`src/rtl/btn_pkg.sv`:
```
// Shared constants and width helper for the push-button input path.
// Latency: n/a (package only).
// Backpressure: n/a (package only).
package btn_pkg;

    // 10 ms of stable level at the 12 MHz board clock.
    localparam int DEBOUNCE_10MS_12MHZ = 120000;

    // Largest button count the encoder is sized for.
    localparam int N_BTN_MAX = 8;

    // Bits needed to hold values 0..n-1; never narrower than one bit so
    // that degenerate parameter values still yield a legal vector.
    function automatic int idx_width(input int n);
        int w;
        w = $clog2(n);
        return (w < 1) ? 1 : w;
    endfunction

endpackage

```
`src/rtl/btn_debounce.sv`:
```
// One button: optional inversion, 2-flop synchronizer, stable-level debounce counter.
// Latency: db follows a stable raw level DEBOUNCE_CYCLES+1 cycles after it is first sampled.
// Backpressure: none; free-running, output is a level.
//
// Ports: clk/rst (sync active-high), raw (asynchronous pad level),
//        db (debounced level, 1 = pressed).
module btn_debounce
    import btn_pkg::*;
#(
    parameter int DEBOUNCE_CYCLES = DEBOUNCE_10MS_12MHZ,
    parameter bit ACTIVE_LOW      = 1'b0
) (
    input  logic clk,
    input  logic rst,
    input  logic raw,
    output logic db
);

    localparam int CNT_W = idx_width(DEBOUNCE_CYCLES);
    localparam logic [CNT_W-1:0] CNT_LAST = CNT_W'(DEBOUNCE_CYCLES - 1);

    logic             sync1;
    logic             sync2;
    logic [CNT_W-1:0] cnt;

    // Polarity is fixed before the first flop so the synchronizer and
    // counter always see 1 = pressed.
    always_ff @(posedge clk) begin
        if (rst) begin
            sync1 <= 1'b0;
            sync2 <= 1'b0;
        end else begin
            sync1 <= raw ^ ACTIVE_LOW;
            sync2 <= sync1;
        end
    end

    // Any return to the accepted level clears the count, so a bounce
    // shorter than DEBOUNCE_CYCLES never gets through.
    always_ff @(posedge clk) begin
        if (rst) begin
            db  <= 1'b0;
            cnt <= '0;
        end else if (sync2 == db) begin
            cnt <= '0;
        end else if (cnt == CNT_LAST) begin
            db  <= sync2;
            cnt <= '0;
        end else begin
            cnt <= cnt + 1'b1;
        end
    end

endmodule

```
`src/rtl/button_encoder.sv`:
```
// Debounced button press detector with priority-encoded index strobe and button-0 toggle.
// Latency: press_valid/code DEBOUNCE_CYCLES+2 cycles after a new stable level is first sampled.
// Backpressure: none; one-cycle strobe, simultaneous higher-index presses are dropped.
//
// Ports: CLK, RST (sync active-high), BTN (raw levels),
//        held (debounced levels), code (last pressed index, holds),
//        press_valid (1-cycle strobe with new code), selector (toggles on button 0 press).
module button_encoder
    import btn_pkg::*;
#(
    parameter int N_BTN           = 3,
    parameter int DEBOUNCE_CYCLES = DEBOUNCE_10MS_12MHZ,
    parameter bit ACTIVE_LOW      = 1'b0,
    localparam int CODE_W         = idx_width(N_BTN)
) (
    input  logic              CLK,
    input  logic              RST,
    input  logic [N_BTN-1:0]  BTN,
    output logic [N_BTN-1:0]  held,
    output logic [CODE_W-1:0] code,
    output logic              press_valid,
    output logic              selector
);

    logic [N_BTN-1:0]  db;
    logic [N_BTN-1:0]  db_q;
    logic [N_BTN-1:0]  rise;
    logic              any_rise;
    logic [CODE_W-1:0] rise_idx;

    for (genvar i = 0; i < N_BTN; i++) begin : g_btn
        btn_debounce #(
            .DEBOUNCE_CYCLES (DEBOUNCE_CYCLES),
            .ACTIVE_LOW      (ACTIVE_LOW)
        ) u_db (
            .clk (CLK),
            .rst (RST),
            .raw (BTN[i]),
            .db  (db[i])
        );
    end

    // db is already a flop, so held carries no combinational path from BTN.
    assign held = db;

    always_ff @(posedge CLK) begin
        if (RST) begin
            db_q <= '0;
        end else begin
            db_q <= db;
        end
    end

    // Only press edges are events; releases are ignored.
    assign rise = db & ~db_q;

    // Scan from the top down so the lowest set index wins.
    always_comb begin
        any_rise = 1'b0;
        rise_idx = '0;
        for (int i = N_BTN - 1; i >= 0; i--) begin
            if (rise[i]) begin
                any_rise = 1'b1;
                rise_idx = CODE_W'(i);
            end
        end
    end

    // Button 0 always wins priority, so rise[0] alone means this cycle's
    // strobe carries code 0.
    always_ff @(posedge CLK) begin
        if (RST) begin
            code        <= '0;
            press_valid <= 1'b0;
            selector    <= 1'b0;
        end else begin
            press_valid <= any_rise;
            if (any_rise) begin
                code <= rise_idx;
            end
            if (rise[0]) begin
                selector <= ~selector;
            end
        end
    end

endmodule
```
`config.mk`:
```
export PLATFORM = sky130hd
export DESIGN_NAME = button_encoder
export DESIGN_NICKNAME = d
export VERILOG_FILES = /design/src/rtl/btn_pkg.sv /design/src/rtl/btn_debounce.sv /design/src/rtl/button_encoder.sv
export SDC_FILE = /design/constraint.sdc
export NUM_CORES = 1
export LEC_CHECK = 0
export ABC_CLOCK_PERIOD_IN_PS = 1600
export CELL_PAD_IN_SITES_DETAIL_PLACEMENT = 1
export CELL_PAD_IN_SITES_GLOBAL_PLACEMENT = 2
export CORE_MARGIN = 3
export CORE_UTILIZATION = 34
export CTS_CLUSTER_SIZE = 16
export DETAILED_ROUTE_END_ITERATION = 8
export PLACE_DENSITY = 0.75
export SLEW_MARGIN = 25
export SYNTH_ARGS = -nofsm -noshare
export SYNTH_HDL_FRONTEND = slang
export SYNTH_SLANG_ARGS = --single-unit
export TNS_END_PERCENT = 100
```
`constraint.sdc`:
```
create_clock -name CLK -period 1.6 [get_ports CLK]
set_input_delay 0.32 -clock CLK [delete_from_list [all_inputs] [get_ports CLK]]
set_output_delay 0.32 -clock CLK [all_outputs]
set_load 0.02 [all_outputs]
```
Yosys cells after proc, flatten, opt, wreduce, memory -nomap -nowiden

Index checks and enable logic that the tools add are counted.

Bits in registers: 67
Output and inout port bits: 7
Input port bits: 5

Reduce and logical (&&, ||, !) cells: 6
Equality and inequality tests: 6
$add $sub $neg: 3
Multiplexer cells: 6
Bitwise operators: 6

Operators with widths:

| kind                                           | count |
|---|---|
| adder 17 x 1 -> 17 bit (second input constant) | 3 |
| == test 17 bit (second input constant)         | 3 |
| OR reduction 3 bit                             | 3 |
| two-way mux 2 bit                              | 3 |
| AND reduction 2 bit                            | 3 |
| NOT 1 bit                                      | 4 |
| bitwise AND 3 bit                              | 1 |
| == test 1 bit                                  | 3 |
| two-way mux 1 bit                              | 3 |
| NOT 3 bit                                      | 1 |

Longest topological paths before layout

Word-level depth: 5
Mapped depth: 6

Hierarchy

From an unflattened synthesis, not the netlist that was laid out.

Cell total of the unflattened synthesis: 309
Area total of the unflattened synthesis: 2885.3 sq um

Modules (own cells, without submodules):

| module         | sequential area each (sq um) | area each (sq um) | cells an instance | times used |
|---|---|---|---|---|
| btn_debounce   | 400.4                        | 875.8             | 96                | 3 |
| button_encoder | 140.1                        | 257.7             | 21                | 1 |

Worst setup path before layout

OpenSTA, ideal clock, no wires.

Kind: reg-to-reg
From: reg g_btn[1].u_db.cnt[0]
To: reg g_btn[1].u_db.cnt[16]
Path slack: -0.039 ns
Period minus slack after synthesis: 1.639 ns
Cell stages (with the launch flop): 7
Buffers on the path: 1
Data arrival time: 1.524 ns
Cell sequence: dfxtp_1 > ha_1 > nand3_1 > nor4_1 > a211o_2 > buf_4 > nor2_1

Longest elaborated chain between the ends: 2
Elaborated cells between the ends (all ways): 3
Classes of those cells: add/sub (1); eq/ne (1); reduce/logical (1)

RTL lines:

| what                                                                           | RTL line           | source |
|---|---|---|
| start, declared                                                                | btn_debounce.sv:24 | `logic [CNT_W-1:0] cnt;` |
| start signal, assigned                                                         | btn_debounce.sv:50 | `cnt <= cnt + 1'b1;` |
| parallel branches: the longest is 2 deep, another holds adder 17 x 1 -> 17 bit | --                 |  |

Parallel ways; which one is timed is not known.
A chain may end at the register's enable or synchronous reset.

Final worst setup path

From: reg g_btn[2].u_db.cnt[11]
To: reg g_btn[2].u_db.db

Longest elaborated chain between the ends: 2

RTL lines:

| what                          | RTL line           | source |
|---|---|---|
| start, declared               | btn_debounce.sv:24 |  |
| start signal, assigned        | btn_debounce.sv:50 |  |
| == test 17 bit                | btn_debounce.sv:46 | `end else if (cnt == CNT_LAST) begin` |
| AND reduction 2 bit (no line) | --                 |  |
| end signal, assigned          | btn_debounce.sv:47 | `db <= sync2;` |
| end, declared                 | btn_debounce.sv:16 | `output logic db` |

No other way between the ends.

==> flow_summary_export.csv <==
group,metric,value,unit
critical_path,endpoint_kind,"flop",
critical_path,slowest_stage,"or4_4",
global_route,overflow,0,
clocking,cts_sinks,67,
critical_path,critPathMaxFanout,3,
synthesis,synth_compound_area_share,3.79,%
timing,finalCriticalPeriod,1.56,ns
power_and_ir_drop,p_leak,0.00129,uW
timing,hold_viol,0,
layout,nNetsFinal,359,
drt,vias,2265,
synthesis,synthCells,309,
critical_path,worstPathArrival,1.85,ns
synthesis,synthMuxAreaShare,0.401,%
min_path,min-delay-start,"g_btn[2].u_db.cnt[0]",
critical_path,rrSetupSlack,0.04,ns
placement,place_area,3290,sq um
global_route,antenna_found_initial,0,
placement,numPortBuffers,11,
clocking,cts_tree,"built",
layout,design_area,3520,sq um
clocking,numCtsBuffers,9,
synthesis,synth_adder_area_share,1.34,%
critical_path,critPathTopFamily,"simple AND/OR/NAND/NOR gates",
drt,post-route-drc-count,0,
clocking,cts_root_buffer,"clkbuf_8",
floorplan,core,7850,sq um
timing,relSlewSlack,70.3,%
synthesis,synth_top_family_by_area,"simple AND/OR/NAND/NOR gates",
placement,gp_congestion,0.725,
synthesis,synthXorXnorAreaFrac,13.7,%
clocking,path_clk_slew,0.07,ns
critical_path,reg2reg_to,"g_btn[2].u_db.db",
timing,fmaxAchievable,0.639,GHz
clocking,h-tree-depth,3,
power_and_ir_drop,ir_drop,0.329,mV
synthesis,syn_nets,317,
layout,layout.cells.most_common,"dfxtp_1",
clocking,insertion_delay,0.34,ns
timing,worstMarginPinSlew,0.434,ns
floorplan,start_util,35.7,%
drt,avgViaCountPerCell,4.96,
timing,rsz0062_at_grt,"yes",
min_path,whs_path_depth,1,
timing,skew,0.00684,ns
layout,final_cell_mix,"dfxtp_1 (64), nor2_1 (52), buf_4 (31), xor2_1 (24), xnor2_1 (20)",
critical_path,r2r_cells,4,
outcome,outcome,"complete, no violations",
layout,drive_gt1_share,18.9,%
floorplan,rows,32,
power_and_ir_drop,powerDensity,886,nW/um^2
critical_path,crit_type,"flop to flop",
layout,syn_to_final_growth,25.6,%
drt,drt-initial-drc-count,49,
synthesis,synth_top_area_share,47.8,%
critical_path,worst-path-buf-inv,0,
synthesis,ys_warn_count,0,
global_route,grt_pass1_wl,10.7,mm
drt,wl_per_cell,13.4,um
floorplan,die_area,9380,sq um
min_path,hold_class,"flop to flop",
global_route,grt_pass1_vias,2234,
synthesis,ys_seq_area_share,47.8,%
placement,dp_hpwl,4.30,mm
floorplan,fp.dieW,96.8,um
timing,timing.final.crit_share,97.8,%
global_route,grt_max_degree,18,
floorplan,dieHeight,96.8,um
global_route,groute.usage.overall,13.7,%
layout,post-route-util,44.9,%
synthesis,synth.distinct_cells,35,
synthesis,postSynthAreaPerCell,9.08,sq um
timing,finalMaxSlewViolations,0,
synthesis,ys_top_cells_by_area,"dfxtp_1 (48%), xor2_1 (7.5%), nor2_1 (7.0%), xnor2_1 (6.2%), nand4_1 (4.0%)",
critical_path,crit_required,1.88,ns
critical_path,start_kind,"flop",
synthesis,synth_top_area_cell,"dfxtp_1",
min_path,hold_path_end,"g_btn[2].u_db.cnt[0]",
synthesis,syn_area,2810,sq um
critical_path,reg2reg_from,"g_btn[2].u_db.cnt[11]",
drt,final_antenna_net_count,0,
critical_path,path_cells,"nand3b_1 -> or4_4 -> or4b_1 -> nand2_1",
floorplan,ios,12,
clocking,cts_buffer_depth,2,
job,drv_cap,0,
layout,antenna_cells,0,
layout,fill_cells,942,
synthesis,yosys.area_share.simple,29.0,%
timing,setup_viol,0,
drt,firstDrtPassIters,4,
synthesis,ys_ff_latch,67,
critical_path,slowest_delay,0.50,ns
drt,wl,6.15,mm
[sequential cells by signal, indices dropped and copies added, names as in the netlist]
| signal | flops |
|---|---|
| code | 2 |
| db_q | 3 |
| g_btn.u_db.cnt | 51 |
| g_btn.u_db.db | 3 |
| g_btn.u_db.sync1 | 3 |
| g_btn.u_db.sync2 | 3 |
| press_valid | 1 |
| selector | 1 |
[what timing repair did]
| action | in CTS | in global routing |
|---|---|---|
| setup buffers | 0 | 0 |
| endpoints found under the setup margin | 6 | 22 |
| gates resized for setup | 6 | 12 |
| pin swaps | 0 | 3 |
| hold buffers | 0 | 0 |
[layer usage]
layer	share of wire [%]	routed length (um)	global-route usage, %	vias to the layer above
met3	3.3	205	4.54	9
met2	46	2850	21.3	26
met4	1.4	85	5.29	0
li1	-	-	-	1136
met1	49	3000	17.6	1094
met5	0	0	0	-
[worst register-to-register path, delay by kind of cell, from the launching register on]
kind             cells  cell delay (ns)
and+or+nand+nor      4             1.19
DFF                  1             0.32
[through the flow]
step                      hold WS [ns]  power, uW  setup TNS [ns]  std cells  setup slack, ns
final                            0.441       3120               0        457           0.0359
after global routing             0.462       3260         -0.0507        457          -0.0271
after global placement           0.417       1780        -0.00621        442         -0.00452
after detailed placement         0.427       1780               0        442          0.00424
after CTS                        0.445       3190               0        457           0.0135
after floorplan                  0.412       1740               0        309          0.00339
[kinds of logic after synthesis]
group	after synthesis
simple gates	153
flops	67
xor+xnor	44
buf+inv	23
compound gates	18
fa+ha+maj	3
mux	1
[power breakdown]
part | switching, uW | leakage [uW] | internal [uW]
sequential | 4.13 | 0.000542 | 1680
combinational | 26.7 | 0.000641 | 32.6
clock | 635 | 0.000102 | 748
[cells in the mapped netlist, drive strengths merged]
master / number
nand4: 18
nand4b: 1
buf: 8
a211o: 1
inv: 7
and3: 3
xor2: 24
ha: 3
nor4bb: 1
or4: 1
mux2: 1
and2: 4
nor2b: 12
nand3b: 2
nand4bb: 2
clkbuf: 8
dfxtp: 67
nor3: 7
nor2: 52
xnor2: 20
nand3: 15
nor4: 6
nand2b: 1
or3: 5
nor3b: 1
nand2: 14
a21oi: 7
or4b: 2
o21ai: 9
and4: 6
a2111oi: 1
[cell type report]
type	count	area, sq um	share of cell area [%]
repair buffers	47	429	12.2
well taps	102	128	3.62
multi-input cells	219	1410	39.9
clock inverters	5	53.8	1.53
clock buffers	10	138	3.90
flip-flops and latches	67	1350	38.2
inverters	7	26.3	0.745
[how the worst max path moves through the flow]
stage          cells past startpoint                  start  slack (ns)                    end
3_3_place_gp                       4                    RST      -0.005       g_btn[2].u_db.db
3_5_place_dp                       4                    RST       0.004       g_btn[0].u_db.db
6_report                           4  g_btn[2].u_db.cnt[11]        0.04       g_btn[2].u_db.db
4_1_cts                            1            press_valid        0.01            press_valid
2_1_floorplan                      6   g_btn[1].u_db.cnt[0]       0.003  g_btn[1].u_db.cnt[16]
5_1_grt                            4  g_btn[2].u_db.cnt[11]       -0.03       g_btn[2].u_db.db
Note: power is estimated with default switching activity, not from simulation.
